[config.mk]
export PLATFORM = sky130hd
export DESIGN_NAME = e_mdu_issue_flat
export DESIGN_NICKNAME = d
export VERILOG_FILES = /design/src/rtl/e_mdu_issue_if.sv /design/src/rtl/e_mdu_issue.sv /design/src/flat_wrapper.sv
export SDC_FILE = /design/constraint.sdc
export NUM_CORES = 1
export LEC_CHECK = 0
export BUFFER_PORTS_ARGS = -buffer_cell sky130_fd_sc_hd__buf_2
export CAP_MARGIN = 25
export CORE_AREA = 4 4 72 74
export DETAILED_ROUTE_END_ITERATION = 10
export DIE_AREA = 0 0 76 78
export MAX_ROUTING_LAYER = met4
export PLACE_DENSITY = 0.79
export SYNTH_ARGS = -nofsm -noshare
export SYNTH_HDL_FRONTEND = slang
export SYNTH_SLANG_ARGS = --single-unit
[constraint.sdc]
create_clock -name clk -period 2.4 [get_ports clk]
set_input_delay 0.12 -clock clk [delete_from_list [all_inputs] [get_ports clk]]
set_output_delay 0.12 -clock clk [all_outputs]
set_load 0.01 [all_outputs]
[src/rtl/e_mdu_issue_if.sv]
// ---------------------------------------------------------------------------
// e_mdu_issue_if
//   Handshake between the E-stage MDU issue controller and e_mdu.
//
//   mdu_start  issuer -> e_mdu  one-cycle start pulse for mult/multu/div/divu
//   mdu_op     issuer -> e_mdu  MDU operation code (0 = none)
//   mdu_d1     issuer -> e_mdu  first operand (rs)
//   mdu_d2     issuer -> e_mdu  second operand (rt)
//   mdu_busy   e_mdu -> issuer  long operation in progress
//
//   master: the issue controller; slave: the multiply/divide unit.
// ---------------------------------------------------------------------------
interface e_mdu_issue_if;
  logic        mdu_start;
  logic [3:0]  mdu_op;
  logic [31:0] mdu_d1;
  logic [31:0] mdu_d2;
  logic        mdu_busy;

  modport master (
    output mdu_start,
    output mdu_op,
    output mdu_d1,
    output mdu_d2,
    input  mdu_busy
  );

  modport slave (
    input  mdu_start,
    input  mdu_op,
    input  mdu_d1,
    input  mdu_d2,
    output mdu_busy
  );
endinterface

[src/rtl/e_mdu_issue.sv]
// ---------------------------------------------------------------------------
// e_mdu_issue
//   E-stage initiator for the multiply/divide unit. Gates each MDU operation
//   against a CP0 flush, drives the start/op/operand handshake to e_mdu,
//   tracks the in-flight operation across the start-to-busy gap, stalls
//   dependent D-stage MDU instructions, watches busy for a hang and counts
//   launched operations.
//
//   clk         in   system clock
//   reset       in   asynchronous active-high reset
//   e_valid     in   E-stage instruction valid
//   e_op        in   MDU class: 1 mult, 2 multu, 3 div, 4 divu, 5 mthi,
//                    6 mtlo, anything else = none
//   e_rs, e_rt  in   forwarded operands
//   req         in   CP0 flush request; the E instruction must not act
//   d_uses_mdu  in   D-stage instruction touches the MDU
//   mdu         if   master side of the e_mdu handshake
//   stall_d     out  stall request for D stage
//   inflight    out  operation launched and not yet finished
//   err         out  sticky busy-watchdog error
//   issue_cnt   out  launched mult/div operations (wraps)
// ---------------------------------------------------------------------------
module e_mdu_issue #(
  parameter int MAX_WAIT = 16,
  parameter int CNT_W    = 16
) (
  input  logic                 clk,
  input  logic                 reset,
  input  logic                 e_valid,
  input  logic [3:0]           e_op,
  input  logic [31:0]          e_rs,
  input  logic [31:0]          e_rt,
  input  logic                 req,
  input  logic                 d_uses_mdu,
  e_mdu_issue_if.master        mdu,
  output logic                 stall_d,
  output logic                 inflight,
  output logic                 err,
  output logic [CNT_W-1:0]     issue_cnt
);

  typedef enum logic [1:0] {
    S_IDLE   = 2'd0,
    S_LAUNCH = 2'd1,
    S_WAIT   = 2'd2
  } state_t;

  localparam int                  WCNT_W    = $clog2(MAX_WAIT + 1);
  localparam logic [WCNT_W-1:0]   WAIT_MAX  = WCNT_W'(MAX_WAIT);
  localparam logic [WCNT_W-1:0]   WAIT_LAST = WCNT_W'(MAX_WAIT - 1);

  state_t             r_state;
  logic               r_launch_ext;   // LAUNCH already extended by one cycle
  logic [WCNT_W-1:0]  r_wait_cnt;
  logic               r_err;
  logic [CNT_W-1:0]   r_issue_cnt;

  logic w_gate;
  logic w_known_op;
  logic w_start;

  // Only an idle controller accepts a new E-stage op, and a flush request
  // cancels it in the same cycle (flush beats start).
  assign w_gate     = e_valid & ~req & (r_state == S_IDLE);
  assign w_known_op = (e_op >= 4'd1) && (e_op <= 4'd6);
  assign w_start    = w_gate && (e_op >= 4'd1) && (e_op <= 4'd4);

  assign mdu.mdu_op    = (w_gate && w_known_op) ? e_op : 4'd0;
  assign mdu.mdu_start = w_start;
  assign mdu.mdu_d1    = e_rs;
  assign mdu.mdu_d2    = e_rt;

  assign inflight  = (r_state != S_IDLE);
  // mdu_start covers the launch cycle, in which e_mdu has not yet raised busy.
  assign stall_d   = d_uses_mdu & (inflight | w_start | mdu.mdu_busy);
  assign err       = r_err;
  assign issue_cnt = r_issue_cnt;

  // NOTE: state is updated with non-blocking assignments only, so every
  // branch below reads the pre-edge values regardless of statement order.
  always_ff @(posedge clk or posedge reset) begin
    if (reset) begin
      r_state      <= S_IDLE;
      r_launch_ext <= 1'b0;
      r_wait_cnt   <= '0;
      r_err        <= 1'b0;
      r_issue_cnt  <= '0;
    end else begin
      if (w_start) begin
        r_issue_cnt <= r_issue_cnt + 1'b1;
      end

      case (r_state)
        S_IDLE: begin
          r_launch_ext <= 1'b0;
          if (w_start) begin
            r_state <= S_LAUNCH;
          end else if (mdu.mdu_busy) begin
            // Busy without our start: follow it until it ends.
            r_state <= S_WAIT;
          end
        end

        S_LAUNCH: begin
          if (mdu.mdu_busy) begin
            r_state      <= S_WAIT;
            r_launch_ext <= 1'b0;
          end else if (!r_launch_ext) begin
            // Tolerate busy rising one cycle late.
            r_launch_ext <= 1'b1;
          end else begin
            r_state      <= S_IDLE;
            r_launch_ext <= 1'b0;
          end
        end

        S_WAIT: begin
          if (mdu.mdu_busy) begin
            if (r_wait_cnt != WAIT_MAX) begin
              r_wait_cnt <= r_wait_cnt + 1'b1;
              if (r_wait_cnt == WAIT_LAST) begin
                r_err <= 1'b1;
              end
            end
          end else begin
            r_state    <= S_IDLE;
            r_wait_cnt <= '0;
          end
        end

        default: begin
          r_state      <= S_IDLE;
          r_launch_ext <= 1'b0;
          r_wait_cnt   <= '0;
        end
      endcase
    end
  end

endmodule

[src/flat_wrapper.sv]
// flat-port wrapper written by rule: the top's interface ports become plain ports
module e_mdu_issue_flat 
#(
  parameter int MAX_WAIT = 16,
  parameter int CNT_W    = 16
)
  (clk, reset, e_valid, e_op, e_rs, e_rt, req, d_uses_mdu, stall_d, inflight, err, issue_cnt, mdu_mdu_start, mdu_mdu_op, mdu_mdu_d1, mdu_mdu_d2, mdu_mdu_busy);
  e_mdu_issue_if mdu_i ();
  input  logic clk;
  input  logic reset;
  input  logic e_valid;
  input  logic [3:0] e_op;
  input  logic [31:0] e_rs;
  input  logic [31:0] e_rt;
  input  logic req;
  input  logic d_uses_mdu;
  output logic stall_d;
  output logic inflight;
  output logic err;
  output logic [CNT_W-1:0] issue_cnt;
  output wire logic [$bits(mdu_i.mdu_start)-1:0] mdu_mdu_start;
  output wire logic [$bits(mdu_i.mdu_op)-1:0] mdu_mdu_op;
  output wire logic [$bits(mdu_i.mdu_d1)-1:0] mdu_mdu_d1;
  output wire logic [$bits(mdu_i.mdu_d2)-1:0] mdu_mdu_d2;
  input wire logic [$bits(mdu_i.mdu_busy)-1:0] mdu_mdu_busy;
  assign mdu_mdu_start = mdu_i.mdu_start;
  assign mdu_mdu_op = mdu_i.mdu_op;
  assign mdu_mdu_d1 = mdu_i.mdu_d1;
  assign mdu_mdu_d2 = mdu_i.mdu_d2;
  assign mdu_i.mdu_busy = mdu_mdu_busy;
  e_mdu_issue #(.MAX_WAIT(MAX_WAIT), .CNT_W(CNT_W)) u_core (.clk(clk), .reset(reset), .e_valid(e_valid), .e_op(e_op), .e_rs(e_rs), .e_rt(e_rt), .req(req), .d_uses_mdu(d_uses_mdu), .mdu(mdu_i), .stall_d(stall_d), .inflight(inflight), .err(err), .issue_cnt(issue_cnt));
endmodule
== Word level (Yosys, flattened, before mapping) ==
Cells that the tools add are included.

* Add/sub/neg operators: 2
* Magnitude comparators: 3
* Equal/unequal tests: 8
* Muxes and demuxes: 13
* Bitwise operators: 7
* Reductions and logical operators: 10

{| class="wikitable"
|+ Operator list
! kind !! number
|-
| adder 16 x 1 -> 16 bit, second input constant || 1
|-
| two-way mux 2 bit || 5
|-
| two-way mux 5 bit || 2
|-
| case mux 5 bit (2 select lines) || 1
|-
| inequality test 3 x 2 -> 1 bit, second input constant || 3
|-
| less-or-equal comparator 4 x 3 -> 1 bit, second input constant || 2
|-
| case mux 2 bit (3 select lines) || 1
|-
| adder 5 x 1 -> 5 bit, second input constant || 1
|-
| == test 5 x 4 -> 1 bit, second input constant || 1
|-
| inequality test 5 bit, second input constant || 1
|-
| greater-or-equal comparator 4 x 1 -> 1 bit, second input constant || 1
|-
| logical AND 1 bit || 4
|-
| two-way mux 4 bit || 1
|-
| AND reduction 4 bit || 1
|-
| AND 1 bit || 3
|-
| AND reduction 3 bit || 1
|-
| == test 2 x 1 -> 1 bit, second input constant || 1
|-
| == test 2 bit, second input constant || 1
|-
| zero test 2 bit || 1
|-
| two-way mux 1 bit || 2
|-
| inequality test 2 bit, second input constant || 1
|-
| NOT 1 bit || 2
|-
| bitwise OR 1 bit || 2
|-
| case mux 1 bit (2 select lines) || 1
|-
| other kinds (3) || 3
|}

* Bits in registers: 25
* Input bits: 74
* Output and inout bits: 88
* Word-level logic and storage cells: 48

== Logic depth before layout (Yosys ltp) ==
* Depth after elaboration: 8
* Mapped depth: 6
* Depth with buffers taken out: 6

== Worst setup path before layout ==
Ideal clock, no wire load.

* Path type: register to register
* Start point: register u_core.r_state[1]
* End point: register u_core.r_issue_cnt[4], in the netlist u_core.issue_cnt[4]
* Library setup time: 0.125 ns
* Data arrival time: 1.282 ns
* Required time: 2.275 ns
* Slack: 0.993 ns
* Cell stages (with the launch flop): 6
* Path buffers: 0
* Clock period less this slack: 1.407 ns
* Cell sequence: dfrtp_1 nor4_2 nand4_2 inv_2 nand4_1 xnor2_1

* Cells in the longest elaborated chain, start to end: 4

{| class="wikitable"
|+ Ends and longest elaborated chain
! what !! RTL line !! RTL
|-
| from (decl) || e_mdu_issue.sv:52 || <nowiki>state_t r_state;</nowiki>
|-
| from (signal assigned) || e_mdu_issue.sv:83 || <nowiki>r_state <= S_IDLE;</nowiki>
|-
| from (signal assigned) || e_mdu_issue.sv:97 || <nowiki>r_state <= S_LAUNCH;</nowiki>
|-
| from (signal assigned) || e_mdu_issue.sv:100 || <nowiki>r_state <= S_WAIT;</nowiki>
|-
| zero test 2 bit || e_mdu_issue.sv:64 || <nowiki>assign w_gate = e_valid & ~req & (r_state == S_IDLE);</nowiki>
|-
| AND 1 bit || e_mdu_issue.sv:64 ||
|-
| logical AND 1 bit (2 in series) || e_mdu_issue.sv:66 || <nowiki>assign w_start = w_gate && (e_op >= 4'd1) && (e_op <= 4'd4);</nowiki>
|-
| net mdu_mdu_start || flat_wrapper.sv:21 || <nowiki>output wire logic [$bits(mdu_i.mdu_start)-1:0] mdu_mdu_start;</nowiki>
|-
| to (signal assigned) || e_mdu_issue.sv:90 || <nowiki>r_issue_cnt <= r_issue_cnt + 1'b1;</nowiki>
|-
| to (decl) || e_mdu_issue.sv:56 || <nowiki>logic [CNT_W-1:0] r_issue_cnt;</nowiki>
|}

The timed path passes the listed nets, and every way through them passes these cells.
A chain may end at the register's enable or synchronous reset.

== Worst setup path in the final report ==
* Start point: register u_core.r_state[1]
* End point: output port stall_d

* Cells in the longest elaborated chain, start to end: 7
* Elaborated cells between the ends (all ways): 8
* Those cells by class: bitwise (4); reduce/logical (4)

{| class="wikitable"
|+ Ends and longest elaborated chain
! what !! RTL line !! RTL
|-
| zero test 2 bit || e_mdu_issue.sv:64 ||
|-
| AND 1 bit || e_mdu_issue.sv:64 ||
|-
| logical AND 1 bit (2 in series) || e_mdu_issue.sv:66 ||
|-
| bitwise OR 1 bit (*) (2 in series) || e_mdu_issue.sv:75 || <nowiki>assign stall_d = d_uses_mdu & (inflight | w_start | mdu.mdu_busy);</nowiki>
|-
| AND 1 bit (*) || e_mdu_issue.sv:75 ||
|-
| to (decl) || flat_wrapper.sv:17 || <nowiki>output logic stall_d;</nowiki>
|}

Mark *: on every way between the ends. The rest lies on a longest branch, timed or not.

==> results.sh <==
export IMPL_syn_inst=186
export IMPL_crit_path_end_kind="output pin"
export IMPL_syn_area_um2=1760
export IMPL_crit_path_max_fanout=13
export IMPL_finClkSkew_ns=0.00202
export IMPL_final_nets=235
export IMPL_power_density_nw_per_um2=583
export IMPL_dp_slack_ns=0.778
export IMPL_synth_area_leaders="dfrtp_1 36%, buf_4 28%, xnor2_1 7.5%"
export IMPL_cp_top_family="simple AND/OR/NAND/NOR gates"
export IMPL_rsz0062_at_grt="false"
export IMPL_p_leak_nw=0.787
export IMPL_worst_setup_path_start_kind="flop"
export IMPL_timing_fmax_mhz=531
export IMPL_dp_hpwl_um=2400
export IMPL_viasPerCell=5.01
export IMPL_multi_input_area_um2=609
export IMPL_wl_per_cell_um=14.9
export IMPL_p_sw_uw=268
export IMPL_layout_min_cycle_time_ns=1.88
export IMPL_hold_class="in -> reg"
export IMPL_synth_seq_cells=25
export IMPL_clock_sinks=25
export IMPL_ioPinCount=162
export IMPL_seqCellArea_um2=626
export IMPL_synthDistinctLibCells=32
export IMPL_path_buf_inv=2
export IMPL_status="complete, no violations"
export IMPL_synth_seq_area_share=0.355
export IMPL_hold_viol=0
export IMPL_avgSynthCellArea_um2=9.47
export IMPL_cts_root_buf="clkbuf_8"
export IMPL_cts_tree="yes"
export IMPL_drtAntennaViolNets=0
export IMPL_antenna_found_initial=0
export IMPL_report_final_slew_viol_count=0
export IMPL_drive_above_1_share=0.295
export IMPL_synth_area_leader_cell="dfrtp_1"
export IMPL_synth_nets=264
export IMPL_diodes=0
export IMPL_setup_tns_ns=0
export IMPL_worst_slack_ns=0.516
export IMPL_numPortBuffers=32
export IMPL_cts_buffers=3
export IMPL_r2r_slack_ns=0.78
export IMPL_comb_power_share=0.186
export IMPL_grt_use_total=0.110
export IMPL_wl_um=3130
export IMPL_grt_overflow=0
export IMPL_worstSkewPairLatency_ns=0.26
export IMPL_finalSetupViolCount=0
export IMPL_seqPwrFrac=0.544
export IMPL_finalCritPeriodShare=0.785
export IMPL_cpMaxStageDelayCell="dfrtp_1"
export IMPL_die_area_um2=5930
export IMPL_cp_required_ns=2.28
export IMPL_grt_pass1_wl_um=5230
export IMPL_criticalPathCategory="reg -> out"
export IMPL_placed_cell_area_um2=1480
export IMPL_crit_chain="nor4_2, nand4_2, inv_2, o31a_1, buf_2"
export IMPL_cts_htree_levels=1
export IMPL_fillers=481
export IMPL_start_util=0.383
export IMPL_cts_buffer_depth=2
export IMPL_clkSlewWorstSetupHoldPaths_ns=0.08
export IMPL_switching_share=0.294
export IMPL_drtPass1Iterations=4
export IMPL_drtIter0Drc=22
export IMPL_critPathMaxStageDelay_ns=0.51
export IMPL_vias=1052
export IMPL_ys_warnings_count=0
export IMPL_grt_pass1_vias=1092
export IMPL_cp_data_arrival_time_ns=1.76
export IMPL_die_x_um=76
export IMPL_internal_power_uw=644
export IMPL_final_cell_mix="32 x buf_2, 25 x dfrtp_1, 17 x nand2_1, 15 x xnor2_1, 10 x and3_1"
export IMPL_grt_max_degree=26
export IMPL_drc=0
export IMPL_cap_viol_max_count=0
export IMPL_core_area_um2=4600
export IMPL_power_uw=912
export IMPL_syn_to_final_growth_pct=-11.2
export IMPL_dieHeight_um=78
export IMPL_final_cell_area_um2=1560
export IMPL_synthDominantCellAreaShare=0.355
export IMPL_layout_commonest_cell="buf_2"
export IMPL_rows=25
export IMPL_ir_drop_v=0.000392
export IMPL_p_clk_frac=0.270
export IMPL_gp_congestion=0.787
-- metrics by stage --
step            util  hold slack (ns)  std cells
6_report       0.340            0.152        210
2_1_floorplan      -            0.147        186
3_3_place_gp   0.322            0.240        204
5_1_grt        0.340            0.156        210
3_5_place_dp   0.322            0.240        204
4_1_cts        0.332           0.0993        208
-- cell type report --
class / count / area share
Clock buffer: 4 / 0.0288
Inverter: 5 / 0.0120
Multi-Input combinational cell: 88 / 0.390
Sequential cell: 25 / 0.400
Tap cell: 54 / 0.0432
Timing Repair Buffer: 34 / 0.126
-- logic make-up after synthesis --
family	share of synthesized area
other	0.00213
buffers and inverters	0.299
flip-flops	0.355
AO/OA/AOI/OAI	0.0405
adder cells (fa/ha/maj)	0.0284
AND/OR/NAND/NOR	0.200
XOR/XNOR	0.0746
-- synth_stat cells --
cell type / count
a22o_1: 1
a31o_2: 1
and2_1: 3
and3_1: 10
and4_1: 2
and4_4: 1
and4bb_1: 1
and4bb_2: 1
buf_2: 1
buf_4: 65
buf_6: 1
clkbuf_1: 1
conb_1: 1
dfrtp_1: 25
ha_1: 4
inv_1: 4
inv_2: 1
nand2_1: 17
nand2b_1: 1
nand3_1: 6
nand3_2: 1
nand4_1: 6
nand4_2: 1
nand4bb_1: 1
nor2b_1: 1
nor4_2: 1
o21ai_0: 9
o31a_1: 1
or2_2: 1
or3_4: 1
or4b_2: 1
xnor2_1: 15
-- state kept, by name, indices dropped and copies added (netlist names) --
register             count
u_core.r_launch_ext      1
u_core.err               1
u_core.r_state           2
u_core.r_wait_cnt        5
u_core.issue_cnt        16
-- worst paths after layout --
path	start	to	cells after the start
worst min register to register	u_core.issue_cnt[15]$_DFFE_PP0P_	u_core.issue_cnt[15]$_DFFE_PP0P_	1
min in group asynchronous	reset	u_core.issue_cnt[7]$_DFFE_PP0P_	3
worst max register to register	u_core.r_state[1]$_DFFE_PP0P_	u_core.issue_cnt[4]$_DFFE_PP0P_	5
worst min-delay path	mdu_mdu_busy	u_core.r_state[1]$_DFFE_PP0P_	2
worst max-delay path	u_core.r_state[1]$_DFFE_PP0P_	stall_d	5
max in group asynchronous	reset	u_core.r_state[1]$_DFFE_PP0P_	4
-- power by group through the flow --
stage	Sequential [mW]	Combinational, mW	Clock, mW
global placement	0.504	0.167	0
global route	0.502	0.193	0.274
CTS	0.496	0.168	0.257
finish	0.496	0.170	0.247
floorplan	0.505	0.203	0
detailed placement	0.504	0.166	0
-- metal layers --
metal	global-route usage	wire, µm
met3	0.0510	303
met2	0.162	1400
met5	-	0
met4	0.0587	134
met1	0.125	1300
-- what timing repair did --
| item | in CTS | in global routing |
|---|---|---|
| hold endpoints to repair | 0 | 25 |
| setup buffers | 0 | 0 |
| resized for setup | 0 | 0 |
| hold buffers | 0 | 1 |
No activity file was read; power rests on OpenSTA's default activity.
